<file path="config.mk">
export PLATFORM = sky130hd
export DESIGN_NAME = serial_tx
export DESIGN_NICKNAME = d
export VERILOG_FILES = /design/src/rtl/serial_tx.sv
export SDC_FILE = /design/constraint.sdc
export NUM_CORES = 1
export LEC_CHECK = 0
export CAP_MARGIN = 25
export CORE_MARGIN = 2
export CORE_UTILIZATION = 51
export CTS_CLUSTER_DIAMETER = 30
export DETAILED_ROUTE_END_ITERATION = 8
export PLACE_DENSITY = 0.87
export SLEW_MARGIN = 20
export SYNTH_ARGS = -nofsm -noshare
export SYNTH_HDL_FRONTEND = slang
export SYNTH_SLANG_ARGS = --single-unit
export TNS_END_PERCENT = 20
</file>
<file path="constraint.sdc">
create_clock -name clk -period 2.18 [get_ports clk]
set_input_delay 0.436 -clock clk [delete_from_list [all_inputs] [get_ports clk]]
set_output_delay 0.436 -clock clk [all_outputs]
set_load 0.01 [all_outputs]
</file>
<file path="src/rtl/serial_tx.sv">
// serial_tx: parallel-in, serial-out UART-style transmitter.
// Frame: start bit (0), DATA_W data bits LSB first, optional even-parity bit, stop bit (1).
// Each bit is held for CLKS_PER_BIT clock cycles. A word is accepted on a rising edge
// where valid_in && ready_out; ready_out is high only while idle.
// Optional feature: define SERIAL_TX_PARITY_EN to insert the even-parity bit.
module serial_tx #(
    parameter int unsigned DATA_W       = 8,
    parameter int unsigned CLKS_PER_BIT = 4
) (
    input  logic              clk,
    input  logic              reset,
    input  logic [DATA_W-1:0] data_in,
    input  logic              valid_in,
    output logic              ready_out,
    output logic              tx_out,
    output logic              busy_out,
    output logic              done_out
);

    localparam int unsigned CNT_W = (CLKS_PER_BIT > 1) ? $clog2(CLKS_PER_BIT) : 1;
    localparam int unsigned IDX_W = (DATA_W > 1) ? $clog2(DATA_W) : 1;
    localparam logic [CNT_W-1:0] CNT_LAST = CNT_W'(CLKS_PER_BIT - 1);
    localparam logic [IDX_W-1:0] IDX_LAST = IDX_W'(DATA_W - 1);

`ifdef SERIAL_TX_PARITY_EN
    typedef enum logic [2:0] {StIdle, StStart, StData, StParity, StStop} state_e;
`else
    typedef enum logic [1:0] {StIdle, StStart, StData, StStop} state_e;
`endif

    state_e            state_q, state_d;
    logic [CNT_W-1:0]  cnt_q, cnt_d;
    logic [IDX_W-1:0]  idx_q, idx_d;
    logic [DATA_W-1:0] shift_q, shift_d;
    logic              tx_q, tx_d;
    logic              done_q, done_d;
    logic              bit_end;
`ifdef SERIAL_TX_PARITY_EN
    logic              par_q, par_d;
`endif

    assign bit_end = (cnt_q == CNT_LAST);

    // Next-state logic; tx_d is the line level for the state being entered,
    // so tx_out is registered yet changes on the same edge as the state.
    always_comb begin
        state_d = state_q;
        cnt_d   = cnt_q;
        idx_d   = idx_q;
        shift_d = shift_q;
        tx_d    = tx_q;
        done_d  = 1'b0;
`ifdef SERIAL_TX_PARITY_EN
        par_d   = par_q;
`endif
        unique case (state_q)
            StIdle: begin
                tx_d = 1'b1;
                if (valid_in) begin
                    state_d = StStart;
                    cnt_d   = '0;
                    idx_d   = '0;
                    shift_d = data_in;
                    tx_d    = 1'b0;
`ifdef SERIAL_TX_PARITY_EN
                    par_d   = ^data_in;
`endif
                end
            end
            StStart: begin
                if (bit_end) begin
                    state_d = StData;
                    cnt_d   = '0;
                    tx_d    = shift_q[0];
                end else begin
                    cnt_d = cnt_q + CNT_W'(1);
                end
            end
            StData: begin
                if (bit_end) begin
                    cnt_d = '0;
                    if (idx_q == IDX_LAST) begin
`ifdef SERIAL_TX_PARITY_EN
                        state_d = StParity;
                        tx_d    = par_q;
`else
                        state_d = StStop;
                        tx_d    = 1'b1;
`endif
                    end else begin
                        shift_d = shift_q >> 1;
                        idx_d   = idx_q + IDX_W'(1);
                        tx_d    = shift_d[0];
                    end
                end else begin
                    cnt_d = cnt_q + CNT_W'(1);
                end
            end
`ifdef SERIAL_TX_PARITY_EN
            StParity: begin
                if (bit_end) begin
                    state_d = StStop;
                    cnt_d   = '0;
                    tx_d    = 1'b1;
                end else begin
                    cnt_d = cnt_q + CNT_W'(1);
                end
            end
`endif
            StStop: begin
                if (bit_end) begin
                    state_d = StIdle;
                    cnt_d   = '0;
                    tx_d    = 1'b1;
                    done_d  = 1'b1;
                end else begin
                    cnt_d = cnt_q + CNT_W'(1);
                end
            end
            default: begin
                state_d = StIdle;
                tx_d    = 1'b1;
            end
        endcase
    end

    // State and datapath registers; reset aborts any frame in progress.
    always_ff @(posedge clk or posedge reset) begin
        if (reset) begin
            state_q <= StIdle;
            cnt_q   <= '0;
            idx_q   <= '0;
            shift_q <= '0;
            tx_q    <= 1'b1;
            done_q  <= 1'b0;
`ifdef SERIAL_TX_PARITY_EN
            par_q   <= 1'b0;
`endif
        end else begin
            state_q <= state_d;
            cnt_q   <= cnt_d;
            idx_q   <= idx_d;
            shift_q <= shift_d;
            tx_q    <= tx_d;
            done_q  <= done_d;
`ifdef SERIAL_TX_PARITY_EN
            par_q   <= par_d;
`endif
        end
    end

    assign ready_out = (state_q == StIdle);
    assign busy_out  = ~ready_out;
    assign tx_out    = tx_q;
    assign done_out  = done_q;

endmodule

</file>
==> metrics, run 1 <==
final std cells w/o fill=118; Final Hold Fails=0; Slew Limit Headroom=59.31%; most frequent cells in the layout=dfrtp_1 (16), clkdlybuf4s50_1 (14), mux2_2 (10), inv_1 (8); DR DRC count=0; core area=0.001727 sq mm; run status=finished clean; clk buf depth=2; layout cells sized above 1=31.18%; unrepaired setup endpoints after global routing=no; Mapped Cells=75; placed cells=114; CTS Root Cell=clkbuf_4; largest net degree at the start of global routing=18; H-tree Lvls=1; Synth-to-Final Area Change=21.30%; Resized cells post-CTS=0; Synthesized Nets=93; Final GP Congestion=0.8476; FP Rows=15; Ys Warns=0; post-synthesis sequential area ratio=45.41%; CP endpoint kind=output port; first-pass GRT wire length=2490 um; Synth cell types=30; grt ovf=0; Max VDD drop=949.1 uV; Worst-Skew Late Latency=0.29 ns; fin. max-slew vios=0; vias per cell=5.398; Period minus WS final=2.067 ns; FMAX=0.4838 GHz; FFs w/ async S/R, synth=100.0%; post-CTS setup buffers=0; NetSw=0.5982 mW; EDFF count, synth=0; hold crit path type=reg -> reg; clock skew=0.008424 ns; Detailed Place HPWL=1254 um; period utilization=94.81%; die height=46.93 um; Pint=1.087 mW; vias in the first global route=586; share of power burned in combinational logic=57.2%; Syn Area/Cell=12.53 sq um; Total GRT Usage=17.04%; total number of vias=637; Num CTS Buffers=3; Seq pwr share=33.2%; CTS sink count=17; Post-DRT Antenna Nets=0; die extent in x=46.93 um; Final #Nets=112; CTS Hold Bufs=0; Worst Path Required=1.74 ns; drt pass-1 iters=4; initial antenna violation count=0; Mapped Area=939.7 sq um; Switching Share=35.49%; Initial Utilization=54.42%; wire per inst=13.96 um; critical path fanouts, max=9; WHS=0.5029 ns; Synth Register Bits=17; most common cell after layout, fill and taps aside=dfrtp_1; Power Density=1479 mW/mm^2; worst-margin pin slew=0.6097 ns; Most used DFF post-synth=dfrtp_1; CP Class=reg -> out; Final setup viols=0; Critical Path AT=1.63 ns; 1st-iter DRT viols=16; Worst setup SP type=register; clock-pin slew on the worst setup and hold paths=0.10 ns; I/O Buffers=14; max cap viols=0; n_diodes=0; Lkg Pwr=0.5151 nW; setup TNS=0 ns; CTS tree=done; full die area=0.002202 sq mm; clock share of power=9.6%; IO Pins=15; routed wire length=1647 um
==> cells in the mapped netlist (2+ instances only) <==
| library cell | number | share of area, % |
|---|---|---|
| dfrtp_1 | 16 | 43 |
| mux2_2 | 10 | 12 |
| inv_1 | 8 | 3.2 |
| ha_1 | 7 | 9.3 |
| mux2_4 | 6 | 9.6 |
| nor2_1 | 2 | 0.80 |
| o21ai_0 | 2 | 1.1 |
| o2bb2ai_1 | 2 | 1.9 |
==> area by class of cell <==
| cell class | instances | area [sq um] |
|---|---|---|
| fillers | 146 | 586.8 |
| well taps | 25 | 31.28 |
| multi-input cells | 48 | 469.2 |
| repair buffers | 16 | 155.1 |
| inverters | 8 | 30.03 |
| flip-flops and latches | 17 | 426.7 |
| clock inverters | 1 | 5.005 |
| clock buffers | 3 | 22.52 |
==> logic make-up (layout without fill, tap and decap cells) <==
family | count (synthesis) | count (layout) | share of synthesized area, %
DFF | 17 | 17 | 45.41
muxes | 17 | 17 | 22.64
adders and majority gates | 7 | 7 | 9.320
and+or+nand+nor | 12 | 12 | 7.857
AOI/OAI and AO/OA | 12 | 12 | 9.855
buffers and inverters | 10 | 28 | 4.926
==> power groups by stage <==
| stage | Clock [mW] | Combinational, mW | Sequential [mW] |
|---|---|---|---|
| 3_3_place_gp | 0 | 0.910 | 0.559 |
| 4_1_cts | 0.168 | 0.956 | 0.561 |
| 5_1_grt | 0.182 | 1.04 | 0.574 |
| 2_1_floorplan | 0 | 0.746 | 0.546 |
| 3_5_place_dp | 0 | 0.952 | 0.565 |
| 6_report | 0.162 | 0.964 | 0.560 |
==> sequential cells by signal, indices dropped and copies added, names as in the netlist <==
| register | count |
|---|---|
| shift_q | 8 |
| idx_q | 3 |
| cnt_q | 2 |
| state_q | 2 |
| done_out | 1 |
| tx_out | 1 |
==> stage by stage <==
stage	util (%)	worst slack, ns	cell area (sq um)	power, mW
floorplan	-	0.3977	939.7	1.292
global placement	64.28	0.1561	1110	1.469
detailed placement	64.28	0.1100	1110	1.517
CTS	65.87	0.03140	1137	1.685
global route	66.01	0.004497	1140	1.798
finish	66.01	0.1131	1140	1.686
==> critical path, stage by stage (launching register included) <==
cell and delay [ns]:
dfrtp_1 0.40, inv_1 0.12, ha_2 0.27, clkdlybuf4s50_1 0.56
==> final timing paths <==
path                            start          to  slack [ns]  cells after the start
max                        state_q[0]   ready_out        0.11                      3
min                          idx_q[0]    idx_q[0]        0.50                      1
max reg2reg                  idx_q[0]  shift_q[6]        0.23                      6
min reg2reg                  idx_q[0]    idx_q[0]        0.50                      1
max in group asynchronous       reset  shift_q[7]        1.27                      2
min in group asynchronous       reset  shift_q[2]        0.51                      2
==> routing by layer <==
layer  part of all wire (%)  global-route usage (%)  vias to the layer above
met5                      0                       0                        -
met4                    1.6                   8.889                        0
met3                    4.4                   5.769                        2
met2                     50                   27.67                       24
met1                     43                   19.95                      310
li1                       -                       -                      301
(Power assumes the default switching activity.)
==> inputs of run 2 (changes only) <==
--- a/config.mk
+++ b/config.mk
@@ -7,10 +7,10 @@
 export LEC_CHECK = 0
 export CAP_MARGIN = 25
 export CORE_MARGIN = 2
-export CORE_UTILIZATION = 51
+export CORE_UTILIZATION = 49
 export CTS_CLUSTER_DIAMETER = 30
 export DETAILED_ROUTE_END_ITERATION = 8
-export PLACE_DENSITY = 0.87
+export PLACE_DENSITY = 0.84
 export SLEW_MARGIN = 20
 export SYNTH_ARGS = -nofsm -noshare
 export SYNTH_HDL_FRONTEND = slang
==> metrics, run 2 (synthesized netlist as in run 1, its figures left out) <==
Final setup viols=0 (unchanged); wire per inst=12.99 um (-6.9%); setup TNS=0 ns (unchanged); die height=47.79 um (+1.8%); FP Rows=15 (unchanged); Power Density=1464 mW/mm^2 (-1.0%); Post-DRT Antenna Nets=0 (unchanged); fin. max-slew vios=0 (unchanged); period utilization=95.19% (+0.38 points); Detailed Place HPWL=1160 um (-7.5%); Pint=1.086 mW (about the same); Synth-to-Final Area Change=21.30% (unchanged); Tot Pwr=1.669 mW (-1.0%); CTS sink count=17 (unchanged); final std cells w/o fill=118 (unchanged); initial antenna violation count=0 (unchanged); share of power burned in combinational logic=56.1% (-1.1 points); Initial Utilization=53.26% (-1.2 points); n_diodes=0 (unchanged); max reg flops=8 (unchanged); placed cell area=0.001110 sq mm (unchanged); final std cell area, no fill=0.001140 sq mm (unchanged); Worst Path Required=1.74 ns (about the same); slowest CP cell=clkdlybuf4s50_1; max cap viols=0 (unchanged); Num CTS Buffers=3 (unchanged); most common cell after layout, fill and taps aside=dfrtp_1; CP endpoint kind=output port; IO Pins=15 (unchanged); Final GP Congestion=0.8751 (+3.2%); Lkg Pwr=0.5151 nW (unchanged); most flop-heavy register=shift_q; delay-heaviest family, CP=buffers and inverters; placed cells=114 (unchanged); final core occ=64.61% (-1.4 points); worst-path cell chain=inv_1, ha_2, clkdlybuf4s50_1; clock share of power=10.3% (+0.7 points); hold crit path type=reg -> reg; CTS Root Cell=clkbuf_4; full die area=0.002284 sq mm (+3.7%); Switching Share=34.90% (-0.59 points); Critical Path AT=1.64 ns (about the same); clock skew=0.005942 ns (-0.002482 ns); vias in the first global route=569 (-2.9%); CP Class=reg -> out; Worst-Skew Late Latency=0.29 ns (about the same); first-pass GRT wire length=2539 um (+2.0%); routed wire length=1533 um (-6.9%); CTS tree=done; Worst setup SP type=register; Max stage delay on crit path=0.56 ns (about the same); drt pass-1 iters=4 (unchanged); Period minus WS final=2.075 ns (+0.008317 ns); Total GRT Usage=16.47% (-0.57 points); core area=0.001764 sq mm (+2.2%); most frequent cells in the layout=dfrtp_1 (16), clkdlybuf4s50_1 (14), mux2_2 (10), inv_1 (8); run status=finished clean; H-tree Lvls=1 (unchanged); NetSw=0.5823 mW (-2.7%); total number of vias=626 (-1.7%); largest registers=shift_q (8), idx_q (3); clk buf depth=2 (unchanged); vias per cell=5.305 (-1.7%); 1st-iter DRT viols=15 (-1); clock-pin slew on the worst setup and hold paths=0.10 ns (about the same); layout cells sized above 1=31.18% (unchanged); Slew Limit Headroom=58.80% (-0.51 points); Final Hold Fails=0 (unchanged); Buf/Inv on CP=2 (unchanged); DR DRC count=0 (unchanged); die extent in x=47.79 um (+1.8%); I/O Buffers=14 (unchanged); worst-margin pin slew=0.6173 ns (+0.007661 ns); Seq pwr share=33.6% (+0.4 points); Final #Nets=112 (unchanged); unrepaired setup endpoints after global routing=no; post-CTS setup buffers=0 (unchanged); FMAX=0.4819 GHz (-0.40%); grt ovf=0 (unchanged); Max VDD drop=752.3 uV (-21%); largest net degree at the start of global routing=18 (unchanged); critical path fanouts, max=9 (unchanged)
## run 2: cell counts in the layout (fill, tap and decap cells not counted)
No cell type changed its count.
## run 2: worst register-to-register path, cell delays in order, from the launching register on
cell and delay [ns]:
dfrtp_1 0.41, ha_1 0.20, ha_1 0.22, nand2b_1 0.16, a211oi_2 0.21, buf_4 0.23
mux2_2 0.35
## run 2: per-stage QoR
stage	hold slack, ns	setup slack (ns)
floorplan	0.3613	0.3977
detailed placement	0.4818	0.1298
CTS	0.4956	0.01619
global route	0.5061	0.02870
global placement	0.4696	0.1436
finish	0.4870	0.1048
## run 2: path summary, 6_finish.rpt
path | from | to | slack (ns) | depth (start not counted)
max reg2reg | idx_q[0] | shift_q[6] | 0.31 | 6
min reg2reg | idx_q[0] | idx_q[0] | 0.49 | 1
max in group asynchronous | reset | state_q[1] | 1.28 | 2
max | state_q[0] | ready_out | 0.10 | 3
min | idx_q[0] | idx_q[0] | 0.49 | 1
min in group asynchronous | reset | shift_q[3] | 0.50 | 2
## run 2: per-layer routing
layer / track usage [%] / vias up / share of wire [%]
met5: 0 / - / 0
met4: 8.108 / 0 / 0.78
met3: 3.774 / 2 / 3.3
met2: 25.33 / 18 / 51
met1: 21.80 / 305 / 45
li1: - / 301 / -
## run 2: timing repair
item | CTS | global route
endpoints found under the setup margin | 0 | 2
resized for setup | 0 | 1
hold buffers | 0 | 0
## run 2: cell type report
| class | count | area (sq um) |
|---|---|---|
| clock buffers | 3 | 22.52 |
| multi-input cells | 48 | 469.2 |
| fillers | 157 | 624.3 |
| inverters | 8 | 30.03 |
| well taps | 25 | 31.28 |
| repair buffers | 16 | 155.1 |
| clock inverters | 1 | 5.005 |
| flip-flops and latches | 17 | 426.7 |
## run 2: power groups by stage
| stage | logic [mW] | registers (mW) | clock network [mW] |
|---|---|---|---|
| finish | 0.936 | 0.560 | 0.172 |
| global route | 1.04 | 0.574 | 0.191 |
| CTS | 0.939 | 0.560 | 0.176 |
| detailed placement | 0.935 | 0.567 | 0 |
| global placement | 0.910 | 0.559 | 0 |
| floorplan | 0.746 | 0.546 | 0 |
==> inputs of run 3 (changes only) <==
--- a/config.mk
+++ b/config.mk
@@ -11,7 +11,6 @@
 export CTS_CLUSTER_DIAMETER = 30
 export DETAILED_ROUTE_END_ITERATION = 8
 export PLACE_DENSITY = 0.84
-export SLEW_MARGIN = 20
 export SYNTH_ARGS = -nofsm -noshare
 export SYNTH_HDL_FRONTEND = slang
 export SYNTH_SLANG_ARGS = --single-unit
==> results of run 3 <==
Final layout, timing and power as in run 2 (identical DEF).
